--- src/rtl/fetch_unit.sv ---
// Fetch unit: owns the program counter, fetches instruction words over a
// req/ack handshake into the instruction register, and sequences
// BOOT -> FETCH -> EXEC -> (FETCH | HALT) using the decoder's jump/hlt.
module fetch_unit #(
  parameter int unsigned AW = 8,   // program address / jump target width
  parameter int unsigned IW = 12   // instruction word width, IW >= AW + 4
) (
  input  logic          clk,
  input  logic          rst,

  // Program memory handshake
  output logic          mem_req,
  output logic [AW-1:0] mem_addr,
  input  logic [IW-1:0] mem_data,
  input  logic          mem_ack,

  // Decoder interface
  output logic [3:0]    ins,
  output logic [AW-1:0] operand,
  output logic          exec_en,
  input  logic          jump,
  input  logic          hlt,

  // Run control
  input  logic          resume,
  output logic          halted,
  output logic [AW-1:0] pc
);

  typedef enum logic [1:0] {
    StBoot  = 2'd0,
    StFetch = 2'd1,
    StExec  = 2'd2,
    StHalt  = 2'd3
  } state_e;

  state_e        state_q, state_d;
  logic [AW-1:0] pc_q, pc_d;
  logic [IW-1:0] ir_q, ir_d;

  localparam logic [AW-1:0] PcOne = {{(AW-1){1'b0}}, 1'b1};

  // State, PC and IR registers; async reset aborts any fetch in flight.
  always_ff @(posedge clk or posedge rst) begin
    if (rst) begin
      state_q <= StBoot;
      pc_q    <= '0;
      ir_q    <= '0;
    end else begin
      state_q <= state_d;
      pc_q    <= pc_d;
      ir_q    <= ir_d;
    end
  end

  // Next-state logic: inputs only matter in the state that owns them.
  always_comb begin
    state_d = state_q;
    pc_d    = pc_q;
    ir_d    = ir_q;
    unique case (state_q)
      StBoot: begin
        state_d = StFetch;
      end
      StFetch: begin
        if (mem_ack) begin
          ir_d    = mem_data;
          pc_d    = pc_q + PcOne;  // wraps modulo 2^AW
          state_d = StExec;
        end
      end
      StExec: begin
        // hlt wins over jump; a halt keeps the already-incremented PC.
        if (hlt) begin
          state_d = StHalt;
        end else if (jump) begin
          pc_d    = ir_q[AW-1:0];
          state_d = StFetch;
        end else begin
          state_d = StFetch;
        end
      end
      StHalt: begin
        if (resume) begin
          state_d = StFetch;
        end
      end
      default: begin
        state_d = StBoot;
      end
    endcase
  end

  // Control outputs decode the state register only, so they cannot glitch
  // on inputs and there is no combinational path back through the decoder.
  always_comb begin
    mem_req = (state_q == StFetch);
    exec_en = (state_q == StExec);
    halted  = (state_q == StHalt);
  end

  // Datapath outputs come straight from the PC and IR registers.
  always_comb begin
    mem_addr = pc_q;
    pc       = pc_q;
    ins      = ir_q[IW-1:IW-4];
    operand  = ir_q[AW-1:0];
  end

endmodule
--- config.mk ---
export PLATFORM = sky130hd
export DESIGN_NAME = fetch_unit
export DESIGN_NICKNAME = d
export VERILOG_FILES = /design/src/rtl/fetch_unit.sv
export SDC_FILE = /design/constraint.sdc
export NUM_CORES = 1
export LEC_CHECK = 0
export ABC_AREA = 1
export BUFFER_PORTS_ARGS = -buffer_cell sky130_fd_sc_hd__buf_2
export CAP_MARGIN = 20
export CORE_MARGIN = 10
export CORE_UTILIZATION = 35
export CTS_CLUSTER_SIZE = 20
export DETAILED_ROUTE_END_ITERATION = 8
export GPL_TIMING_DRIVEN = 1
export HOLD_SLACK_MARGIN = 0.15
export PLACE_DENSITY = 0.64
export SYNTH_ARGS = -nofsm -noshare
export SYNTH_HDL_FRONTEND = slang
export SYNTH_SLANG_ARGS = --single-unit
--- constraint.sdc ---
create_clock -name clk -period 2.57 [get_ports clk]
set_clock_uncertainty 0.05 [all_clocks]
set_input_delay 0.257 -clock clk [delete_from_list [all_inputs] [get_ports clk]]
set_output_delay 0.257 -clock clk [all_outputs]
set_load 0.05 [all_outputs]
# --- Word level (Yosys, flattened, before mapping) ---
# Index checks and enable logic that the tools add are counted.
op_classes:
  addsub: 1
  n_eq_ne: 7
  mux: 8
  n_reduce_logical: 5
ops:
  columns: ["cell", "count"]
  rows:
  - ["2-to-1 mux 8 bit", 3]
  - ["one-hot mux 8 bit (2 select lines)", 1]
  - ["adder 8 x 1 -> 8 bit (second input constant)", 1]
  - ["one-hot mux 2 bit (4 select lines)", 1]
  - ["2-to-1 mux 2 bit", 3]
  - ["equality test 2 bit (second input constant)", 2]
  - ["!= test 2 x 1 -> 1 bit (second input constant)", 2]
  - ["!= test 2 bit (second input constant)", 2]
  - ["AND reduction 2 bit", 2]
  - ["AND reduction 4 bit", 1]
  - ["equality test 2 x 1 -> 1 bit (second input constant)", 1]
  - ["zero test 2 bit", 1]
  - ["nonzero test 2 bit", 1]
word_totals:
  regBits: 22
  in_bits: 18
  elab_cells: 24

# --- Depth between registers and ports, before layout ---
# Gate-level depths: netlist of the first run.
logic_depth:
  word_depth: 3
  depth_mapped: 10
  mapped_depth_nobuf: 9

# --- Least setup slack after synthesis of the first run ---
# OpenSTA, ideal clock, no wires.
synth_path:
  path_kind: "register to register"
  from: "register state_q[1]"
  to: "register ir_q[0]"
  setup_time_ns: 0.125
  arrival_ns: 1.604
  required_ns: 2.395
  slack_ns: 0.791
  stages_incl_launch_ff: 6
  synth_period_minus_slack_ns: 1.779
  path_cell_list: "dfrtp_1 > inv_1 > ha_1 > nand2_2 > buf_6 > mux2_4"
synth_via:
  elab_chain_len: 2
synth_lines:
  columns: ["item", "line", "text"]
  rows:
  - ["start, declared", "37", "state_e state_q, state_d;"]
  - ["start signal, assigned", "46", "state_q <= StBoot;"]
  - ["start signal, assigned", "50", "state_q <= state_d;"]
  - ["equality test 2 x 1 -> 1 bit", null, null]
  - ["net mem_req", "12", "output logic mem_req,"]
  - ["AND reduction 2 bit (no line)", null, null]
  - ["end signal, assigned", "52", "ir_q <= ir_d;"]
  - ["end, declared", "39", "logic [IW-1:0] ir_q, ir_d;"]
# The timed path passes the listed nets, and every way through them passes these cells.
# A chain may end at the register's enable or synchronous reset.

# --- Worst setup path in the final report of the first run ---
layout_path:
  from: "register state_q[0]"
  to: "output port exec_en"
layout_via:
  elab_chain_len: 1
layout_lines:
  columns: ["item", "line", "text"]
  rows:
  - ["equality test 2 bit", "98", "exec_en = (state_q == StExec);"]
  - ["end, declared", "20", "output logic exec_en,"]
# No other way between the ends.

==> results of run 1 <==
## worst max-delay path by stage
stage	depth (start not counted)	startpoint	slack, ns	endpoint
after global placement	4	state_q[1]	1.0	ir_q[6]
after global routing	3	state_q[0]	0.79	exec_en
after detailed placement	9	state_q[1]	0.98	mem_addr[0]
after CTS	3	state_q[0]	0.85	exec_en
after floorplan	5	state_q[1]	0.79	ir_q[0]
final	3	state_q[0]	0.86	exec_en
## synth_stat cells
cell,number
sky130_fd_sc_hd__inv_1,13
sky130_fd_sc_hd__dfrtp_1,22
sky130_fd_sc_hd__a21oi_1,1
sky130_fd_sc_hd__nand2_2,2
sky130_fd_sc_hd__nand3_1,10
sky130_fd_sc_hd__mux2_2,2
sky130_fd_sc_hd__nand2_1,36
sky130_fd_sc_hd__nor2_2,4
sky130_fd_sc_hd__nand4_1,1
sky130_fd_sc_hd__buf_4,8
sky130_fd_sc_hd__inv_2,2
sky130_fd_sc_hd__nor2_1,11
sky130_fd_sc_hd__o21ai_0,8
sky130_fd_sc_hd__o22ai_1,1
sky130_fd_sc_hd__o21ai_2,2
sky130_fd_sc_hd__ha_1,5
sky130_fd_sc_hd__mux2_4,10
sky130_fd_sc_hd__buf_6,3
sky130_fd_sc_hd__or2_2,1
## layout by cell type (no fill, tap or decap)
| cell type | n |
|---|---|
| sky130_fd_sc_hd__dlygate4sd3_1 | 1 |
| sky130_fd_sc_hd__dfrtp_1 | 22 |
| sky130_fd_sc_hd__a21oi_1 | 1 |
| sky130_fd_sc_hd__nand3_1 | 10 |
| sky130_fd_sc_hd__o21ai_0 | 8 |
| sky130_fd_sc_hd__or2_2 | 1 |
| sky130_fd_sc_hd__mux2_4 | 10 |
| sky130_fd_sc_hd__mux2_2 | 2 |
| sky130_fd_sc_hd__o21ai_2 | 2 |
| sky130_fd_sc_hd__nand2_1 | 36 |
| sky130_fd_sc_hd__o22ai_1 | 1 |
| sky130_fd_sc_hd__nand4_1 | 1 |
| sky130_fd_sc_hd__inv_2 | 2 |
| sky130_fd_sc_hd__clkbuf_8 | 3 |
| sky130_fd_sc_hd__ha_1 | 5 |
| sky130_fd_sc_hd__nor2_2 | 4 |
| sky130_fd_sc_hd__inv_1 | 13 |
| sky130_fd_sc_hd__nor2_1 | 11 |
| sky130_fd_sc_hd__buf_2 | 48 |
| sky130_fd_sc_hd__bufinv_16 | 1 |
| sky130_fd_sc_hd__nand2_2 | 2 |
## routing by layer
metal  up-vias  part of all wire [%]  GRT usage (%)  wire (microns)
li1        530                     -              -               -
met3         2                   8.2           3.45             244
met1       483                    43           11.4            1290
met5         -                     0              0               0
met2        28                    48           15.6            1420
met4         0                  0.47           3.17              14
## timing repair
action                                  CTS  global route
endpoints found under the hold margin    22             0
endpoints found under the setup margin    0             0
hold buffers                              1             0
resized for setup                         0             0
## layout make-up
class / instances / area, sq um / area share [%]
multi-input cells: 94 / 581 / 37.1
flip-flops and latches: 22 / 551 / 35.1
repair buffers: 49 / 250 / 16.0
well taps: 46 / 57.6 / 3.67
inverters: 15 / 56.3 / 3.59
clock buffers: 3 / 41.3 / 2.64
clock inverters: 1 / 30.0 / 1.92
## state kept, by name, indices dropped and copies added, names as in the netlist
name / count
ir_q: 12
mem_addr: 8
state_q: 2
## cells by family (layout without fill, tap and decap cells)
group	after synthesis	count (layout)	share of synthesized area, %
AND/OR/NAND/NOR	65	65	21.6
buffers and inverters	26	68	11.7
flip-flops	22	22	43.0
AO/OA/AOI/OAI	12	12	5.37
adder cells (fa/ha/maj)	5	5	4.88
multiplexers	12	12	13.5
## metrics by stage
step / instances / utilization [%] / hold slack (ns)
6_report: 230 / 45.5 / 0.168
5_1_grt: 230 / 45.5 / 0.151
4_1_cts: 230 / 45.5 / 0.164
3_5_place_dp: 225 / 43.1 / 0.420
3_3_place_gp: 225 / 43.1 / 0.421
2_1_floorplan: 142 / - / 0.196
==> reports/metrics.cfg, run 1 <==
[clocking]
buffer_depth_of_the_longest_clock_path = 2
cts_tree = done
cts_setup_buffers = 0
worst_setup_hold_path_clk_slew_ns = 0.08
numCtsBuffers = 3
cts-root-buf = sky130_fd_sc_hd__clkbuf_8
cts_num_sinks = 22
htree_num_levels = 1
worstSkewPairLatency_ns = 0.26

[routing]
detailedRoute.firstPassIterationCount = 4
drt-total-wl_mm = 2.97
drcViolationCount = 0
drtIter0Drc = 62
route.detailed.wl_per_inst_microns = 12.9
route.vias.total = 1043
drt-vias-per-instance = 4.53
postRouteAntennaNets = 0

[worst_setup_path]
timing.reg2reg.worst_path_depth = 9
crit_path_max_fanout = 8
regToRegEndpoint = mem_addr[0]
cp_bufs_invs = 2
worst_ep_required_time_ns = 2.26
max_stage_delay_ns = 0.43
cp_slowest_cell = sky130_fd_sc_hd__dfrtp_1
critical_path.top_delay_family = flip-flops
crit-reg2reg-launch = state_q[1]
timing.critical_path.to_type = output pin
setup.worst_path.start_class = flip-flop
path_class = reg -> out
crit_arrival_ns = 1.40
crit_chain = inv_1 > ha_1 > buf_2
r2r_setup_slack_ns = 0.97

[synth]
synth-seq-cells = 22
synth_sequential_area_ratio_pct = 43.0
count_of_unique_library_cells_instantiated_by_yosys = 19
synth_largest_area_cell = sky130_fd_sc_hd__dfrtp_1
synthesis.area_per_instance_sq_um = 9.02
yosys.area.top_type_share_pct = 43.0
synth_cells = 142
syn-cell-area_sq_um = 1280
synthTopCellsByArea = sky130_fd_sc_hd__dfrtp_1, sky130_fd_sc_hd__mux2_4, sky130_fd_sc_hd__nand2_1
mappedNetlistNets = 165
synth_warnings = 0

[timing]
layout_worst_path_cycle_share_pct = 66.4
hold_violations = 0
final_critical_path_setup_slack_ns = 0.864
worst_slew_pin_slew_ns = 0.829
rsz0062_at_grt = no
maxSlewHeadroom_pct = 44.7
sum_of_negative_setup_slack_ns = 0
final.min_clock_period_ns = 1.71
finalMaxSlewViolations = 0
timing.final.setup_violations = 0
max_freq_mhz = 586

[place]
io_buffers = 48
dp_slack_ns = 0.983
dpl_cell_area_sq_um = 1490
hpwlAfterDp_mm = 2.39
place_congestion = 0.819

[worst_hold_path]
hold_path_depth = 2
min_delay_worst_endpoint = ir_q[5]
worstHoldStart = mem_data[5]
hp-class = in -> reg

[finish]
finish.net_count = 208
drive_gt1_share_pct = 40.8
areaGrowthSynthToFinish_pct = 22.3
antennaDiodeCount = 0
nFillCells = 354
final_design_area_no_fill_sq_um = 1570

[grt]
pin_count_of_the_biggest_net_entering_global_routing = 23
antenna_violations_before_repair = 0
grt_pass1_vias = 1059
grt_remaining_overflow = 0
grt_pass1_wl_mm = 5.07
globalRouteTotalUtil_pct = 9.60

[die]
initial_core_util_pct = 37.2
fp.dieArea_sq_um = 6480
placementRows = 21
dieWidth_microns = 80.5
die_y_microns = 80.5
placeableCoreArea_sq_um = 3440
io-pin-count = 49

[flow_run]
drv.max_cap_violation_count = 0

[status]
status = complete, no violations

Power of run 1 is not shown: default switching activity piles up to over one toggle a cycle in this logic, so the estimate is an artifact.
==> run 2: changes to the inputs <==
- PLACE_DENSITY: 0.64 -> 0.67
- clock period: 2.57 -> 1.4 ns (I/O delays scaled with it)
==> run 2 against run 1 <==
- setup slack worse by 0.86 ns
- critical path depth grew 4
- flip-flop and latch count is the same
- via count grew 8.1%
- final cell count increased by 11%
- non-clock buffer count is 24 higher
- highest routed layer unchanged
- register-to-register slack worse by 0.97 ns
==> reports/metrics.cfg, run 2 (synthesis results as in run 1) <==
[die]
initial_core_util_pct = 37.2
placeableCoreArea_sq_um = 3440
fp.dieArea_sq_um = 6480
dieWidth_microns = 80.5
placementRows = 21
io-pin-count = 49
die_y_microns = 80.5

[worst_setup_path]
setup.worst_path.start_class = flip-flop
crit_path_max_fanout = 5
timing.critical_path.to_type = flip-flop
regToRegEndpoint = mem_addr[1]
crit-reg2reg-launch = state_q[1]
r2r_setup_slack_ns = 0.005
crit_arrival_ns = 1.51
timing.reg2reg.worst_path_depth = 7
worst_ep_required_time_ns = 1.51
path_class = reg -> reg

[clocking]
worstSkewPairLatency_ns = 0.26
numCtsBuffers = 3
cts_num_sinks = 22
cts-root-buf = sky130_fd_sc_hd__clkbuf_8
worst_setup_hold_path_clk_slew_ns = 0.08
htree_num_levels = 1
cts_tree = done
buffer_depth_of_the_longest_clock_path = 2

[timing]
worst_slew_pin_slew_ns = 0.288
rsz0062_at_grt = yes
timing.final.setup_violations = 0
maxSlewHeadroom_pct = 80.8
layout_worst_path_cycle_share_pct = 99.6
hold_violations = 0
final.min_clock_period_ns = 1.40
max_freq_mhz = 717
finalMaxSlewViolations = 0

[finish]
areaGrowthSynthToFinish_pct = 50.3
mostFrequentLayoutCell = sky130_fd_sc_hd__buf_2
largest_reg_flops = 12
final-instance-count-excl-fill = 255
antennaDiodeCount = 0
mostFrequentLayoutCells = sky130_fd_sc_hd__buf_2, sky130_fd_sc_hd__nand2_1, sky130_fd_sc_hd__dfrtp_1
finish.net_count = 233
drive_gt1_share_pct = 50.7
largest_register = ir_q
final_design_area_no_fill_sq_um = 1930

[grt]
pin_count_of_the_biggest_net_entering_global_routing = 23
grt_pass1_wl_mm = 5.42
antenna_violations_before_repair = 0
globalRouteTotalUtil_pct = 10.5
grt_remaining_overflow = 0
grt_pass1_vias = 1127

[worst_hold_path]
worstHoldStart = hlt
min_delay_worst_endpoint = state_q[1]
hp-class = in -> reg
hold_path_depth = 3

[place]
place_congestion = 0.849
post-place-cells = 233
hpwlAfterDp_mm = 2.43
dpl_cell_area_sq_um = 1590
io_buffers = 48

[routing]
drcViolationCount = 0
route.vias.total = 1128
detailedRoute.firstPassIterationCount = 4
drt-total-wl_mm = 3.40
drt-vias-per-instance = 4.42
postRouteAntennaNets = 0
drtIter0Drc = 84
route.detailed.wl_per_inst_microns = 13.3

[flow_run]
drv.max_cap_violation_count = 0

[status]
status = complete, no violations

## run 2: how the worst max path moves through the flow
stage                     slack, ns  cells after the start           to       start
after detailed placement      -0.09                      6  mem_addr[0]  state_q[0]
after global routing          -0.07                      7  mem_addr[3]  state_q[1]
after global placement        -0.02                      6  mem_addr[0]  state_q[0]
final                         0.005                      7  mem_addr[1]  state_q[1]
after CTS                     0.003                      8  mem_addr[1]  state_q[0]
after floorplan               -0.05                      5      ir_q[0]  state_q[1]
## run 2: cell type report
cell class,count,area [sq um]
flip-flops and latches,22,556
multi-input cells,95,677
repair buffers,73,505
inverters,15,58.8
clock inverters,1,30.0
well taps,46,57.6
clock buffers,3,41.3
fillers,302,1520
## run 2: per-layer routing
metal | track usage, % | share of wire (%) | up-vias
li1 | - | - | 577
met1 | 11.9 | 42 | 515
met2 | 17.3 | 48 | 32
met3 | 3.90 | 8.8 | 4
met4 | 4.23 | 1.3 | 0
met5 | 0 | 0 | -
## run 2: stage by stage
| stage | hold WS (ns) | setup TNS, ns | setup slack (ns) | utilization [%] |
|---|---|---|---|---|
| 3_5_place_dp | 0.143 | -0.421 | -0.0887 | 46.3 |
| 5_1_grt | 0.179 | -0.447 | -0.0686 | 55.9 |
| 6_report | 0.138 | 0 | 0.00497 | 55.9 |
| 4_1_cts | 0.151 | 0 | 0.00334 | 54.4 |
| 2_1_floorplan | 0.0790 | -0.547 | -0.0483 | - |
| 3_3_place_gp | 0.140 | -0.0239 | -0.0164 | 46.3 |
## run 2: timing repair
item / 4_1_cts / 5_1_grt
buffers inserted: 3 / 0
pin swaps: 2 / 6
hold endpoints to repair: 35 / 0
gates cloned: 1 / 0
gates resized for setup: 13 / 17
setup endpoints to repair: 12 / 13
hold buffers: 14 / 0
## run 2: worst max-delay path: stages, from the launching register on
cell                      delay [ns]
sky130_fd_sc_hd__dfrtp_1        0.42
sky130_fd_sc_hd__buf_6          0.13
sky130_fd_sc_hd__ha_4           0.21
sky130_fd_sc_hd__nor2_4         0.16
sky130_fd_sc_hd__nand2_4        0.10
sky130_fd_sc_hd__buf_6          0.14
sky130_fd_sc_hd__nand2_2        0.04
sky130_fd_sc_hd__nand2_1        0.04
Power of run 2 is left out for the same reason.
==> run 3: changes to the inputs <==
- REMOVE_ABC_BUFFERS: not set -> 1
==> run 3 against run 2 <==
- the flow now finishes with violations (negative setup slack)
- first-iteration DRC count down 57%
- non-clock buffer count unchanged
- critical path depth up 3
- die area unchanged
- core utilization down 1.1 points
- highest routed layer unchanged
==> reports/metrics.cfg, run 3 (synthesis results as in run 1) <==
[status]
status = finished, violations left
violations = negative setup slack

[timing]
timing.final.setup_violations = 4
maxSlewHeadroom_pct = 81.4
final.min_clock_period_ns = 1.42
final_critical_path_setup_slack_ns = -0.0184
finalMaxSlewViolations = 0
hold_violations = 0
rsz0062_at_grt = yes
worst_slew_pin_slew_ns = 0.280
layout_worst_path_cycle_share_pct = 101
max_freq_mhz = 705

[die]
fp.dieArea_sq_um = 6480
io-pin-count = 49
die_y_microns = 80.5
dieWidth_microns = 80.5
placementRows = 21
placeableCoreArea_sq_um = 3440
initial_core_util_pct = 37.2

[finish]
largest_register = ir_q
mostFrequentLayoutCell = sky130_fd_sc_hd__buf_2
mostFrequentLayoutCells = sky130_fd_sc_hd__buf_2, sky130_fd_sc_hd__nand2_1, sky130_fd_sc_hd__dfrtp_1
areaGrowthSynthToFinish_pct = 47.4
finish.utilization_pct = 54.9
largest_reg_flops = 12
finish.net_count = 232
antennaDiodeCount = 0
drive_gt1_share_pct = 44.7

[worst_setup_path]
crit_path_max_fanout = 10
path_class = reg -> reg
worst_ep_required_time_ns = 1.50
r2r_setup_slack_ns = -0.02
crit_arrival_ns = 1.52
setup.worst_path.start_class = flip-flop
timing.critical_path.to_type = flip-flop
crit-reg2reg-launch = state_q[1]
timing.reg2reg.worst_path_depth = 10
regToRegEndpoint = mem_addr[4]

[worst_hold_path]
min_delay_worst_endpoint = state_q[1]
hp-class = in -> reg
hold_path_depth = 3
worstHoldStart = resume

[grt]
pin_count_of_the_biggest_net_entering_global_routing = 23
grt_pass1_vias = 1155
grt_remaining_overflow = 0
globalRouteTotalUtil_pct = 10.1
antenna_violations_before_repair = 0
grt_pass1_wl_mm = 5.33

[routing]
detailedRoute.firstPassIterationCount = 4
drtIter0Drc = 36
drt-vias-per-instance = 4.44
drcViolationCount = 0
route.vias.total = 1127
postRouteAntennaNets = 0
route.detailed.wl_per_inst_microns = 13.1
drt-total-wl_mm = 3.32

[place]
io_buffers = 48
place_congestion = 0.819
hpwlAfterDp_mm = 2.51

[clocking]
cts-root-buf = sky130_fd_sc_hd__clkbuf_8
buffer_depth_of_the_longest_clock_path = 2
worstSkewPairLatency_ns = 0.26
numCtsBuffers = 3
htree_num_levels = 1
cts_tree = done
cts_num_sinks = 22
worst_setup_hold_path_clk_slew_ns = 0.08

[flow_run]
drv.max_cap_violation_count = 0

==> run 3: routing by layer <==
metal / track usage [%] / part of all wire [%]
met3: 3.23 / 7.4
met2: 17.9 / 49
met5: 0 / 0
met1: 11.3 / 43
met4: 2.64 / 0.57
==> run 3: final cells by class <==
type                    count  area, sq um
clock buffers               4         55.1
fillers                   315         1550
inverters                  15         58.8
multi-input cells          94          636
flip-flops and latches     22          552
well taps                  46         57.6
repair buffers             73          529
==> run 3: stage by stage <==
stage	setup WS (ns)	instances	area [sq um]	setup TNS [ns]	hold slack, ns
after floorplan	-0.544	131	1190	-8.99	0.0792
after global placement	0.00846	234	1580	0	0.143
after detailed placement	-0.0549	234	1580	-0.551	0.139
after CTS	-0.00660	252	1830	-0.0144	0.217
after global routing	-0.0900	254	1890	-0.790	0.234
final	-0.0184	254	1890	-0.0380	0.212
==> run 3: critical path, cell delays in order, from the launching register on <==
cell,delay [ns]
sky130_fd_sc_hd__dfrtp_1,0.44
sky130_fd_sc_hd__inv_2,0.10
sky130_fd_sc_hd__ha_4,0.17
sky130_fd_sc_hd__inv_4,0.05
sky130_fd_sc_hd__nor2_4,0.10
sky130_fd_sc_hd__nor2_4,0.04
sky130_fd_sc_hd__nand2_2,0.07
sky130_fd_sc_hd__buf_12,0.13
sky130_fd_sc_hd__nor2_1,0.04
sky130_fd_sc_hd__nand2_1,0.06
sky130_fd_sc_hd__o21ai_2,0.05
==> run 3: what timing repair did <==
action	CTS	global route
buffers inserted	1	1
hold endpoints to repair	34	0
pin swaps	0	0
gates resized for setup	16	8
hold buffers	13	0
gates cloned	0	1
endpoints found under the setup margin	23	19
==> run 3: how the worst max path moves through the flow <==
| stage | start | endpoint | slack [ns] | cells past startpoint |
|---|---|---|---|---|
| floorplan | mem_addr[1] | mem_addr[6] | -0.54 | 8 |
| global placement | state_q[0] | mem_addr[4] | 0.008 | 9 |
| detailed placement | state_q[1] | mem_addr[3] | -0.05 | 10 |
| CTS | state_q[1] | mem_addr[4] | -0.007 | 10 |
| global route | state_q[1] | mem_addr[4] | -0.09 | 10 |
| finish | state_q[1] | mem_addr[4] | -0.02 | 10 |
Power of run 3 is left out for the same reason.
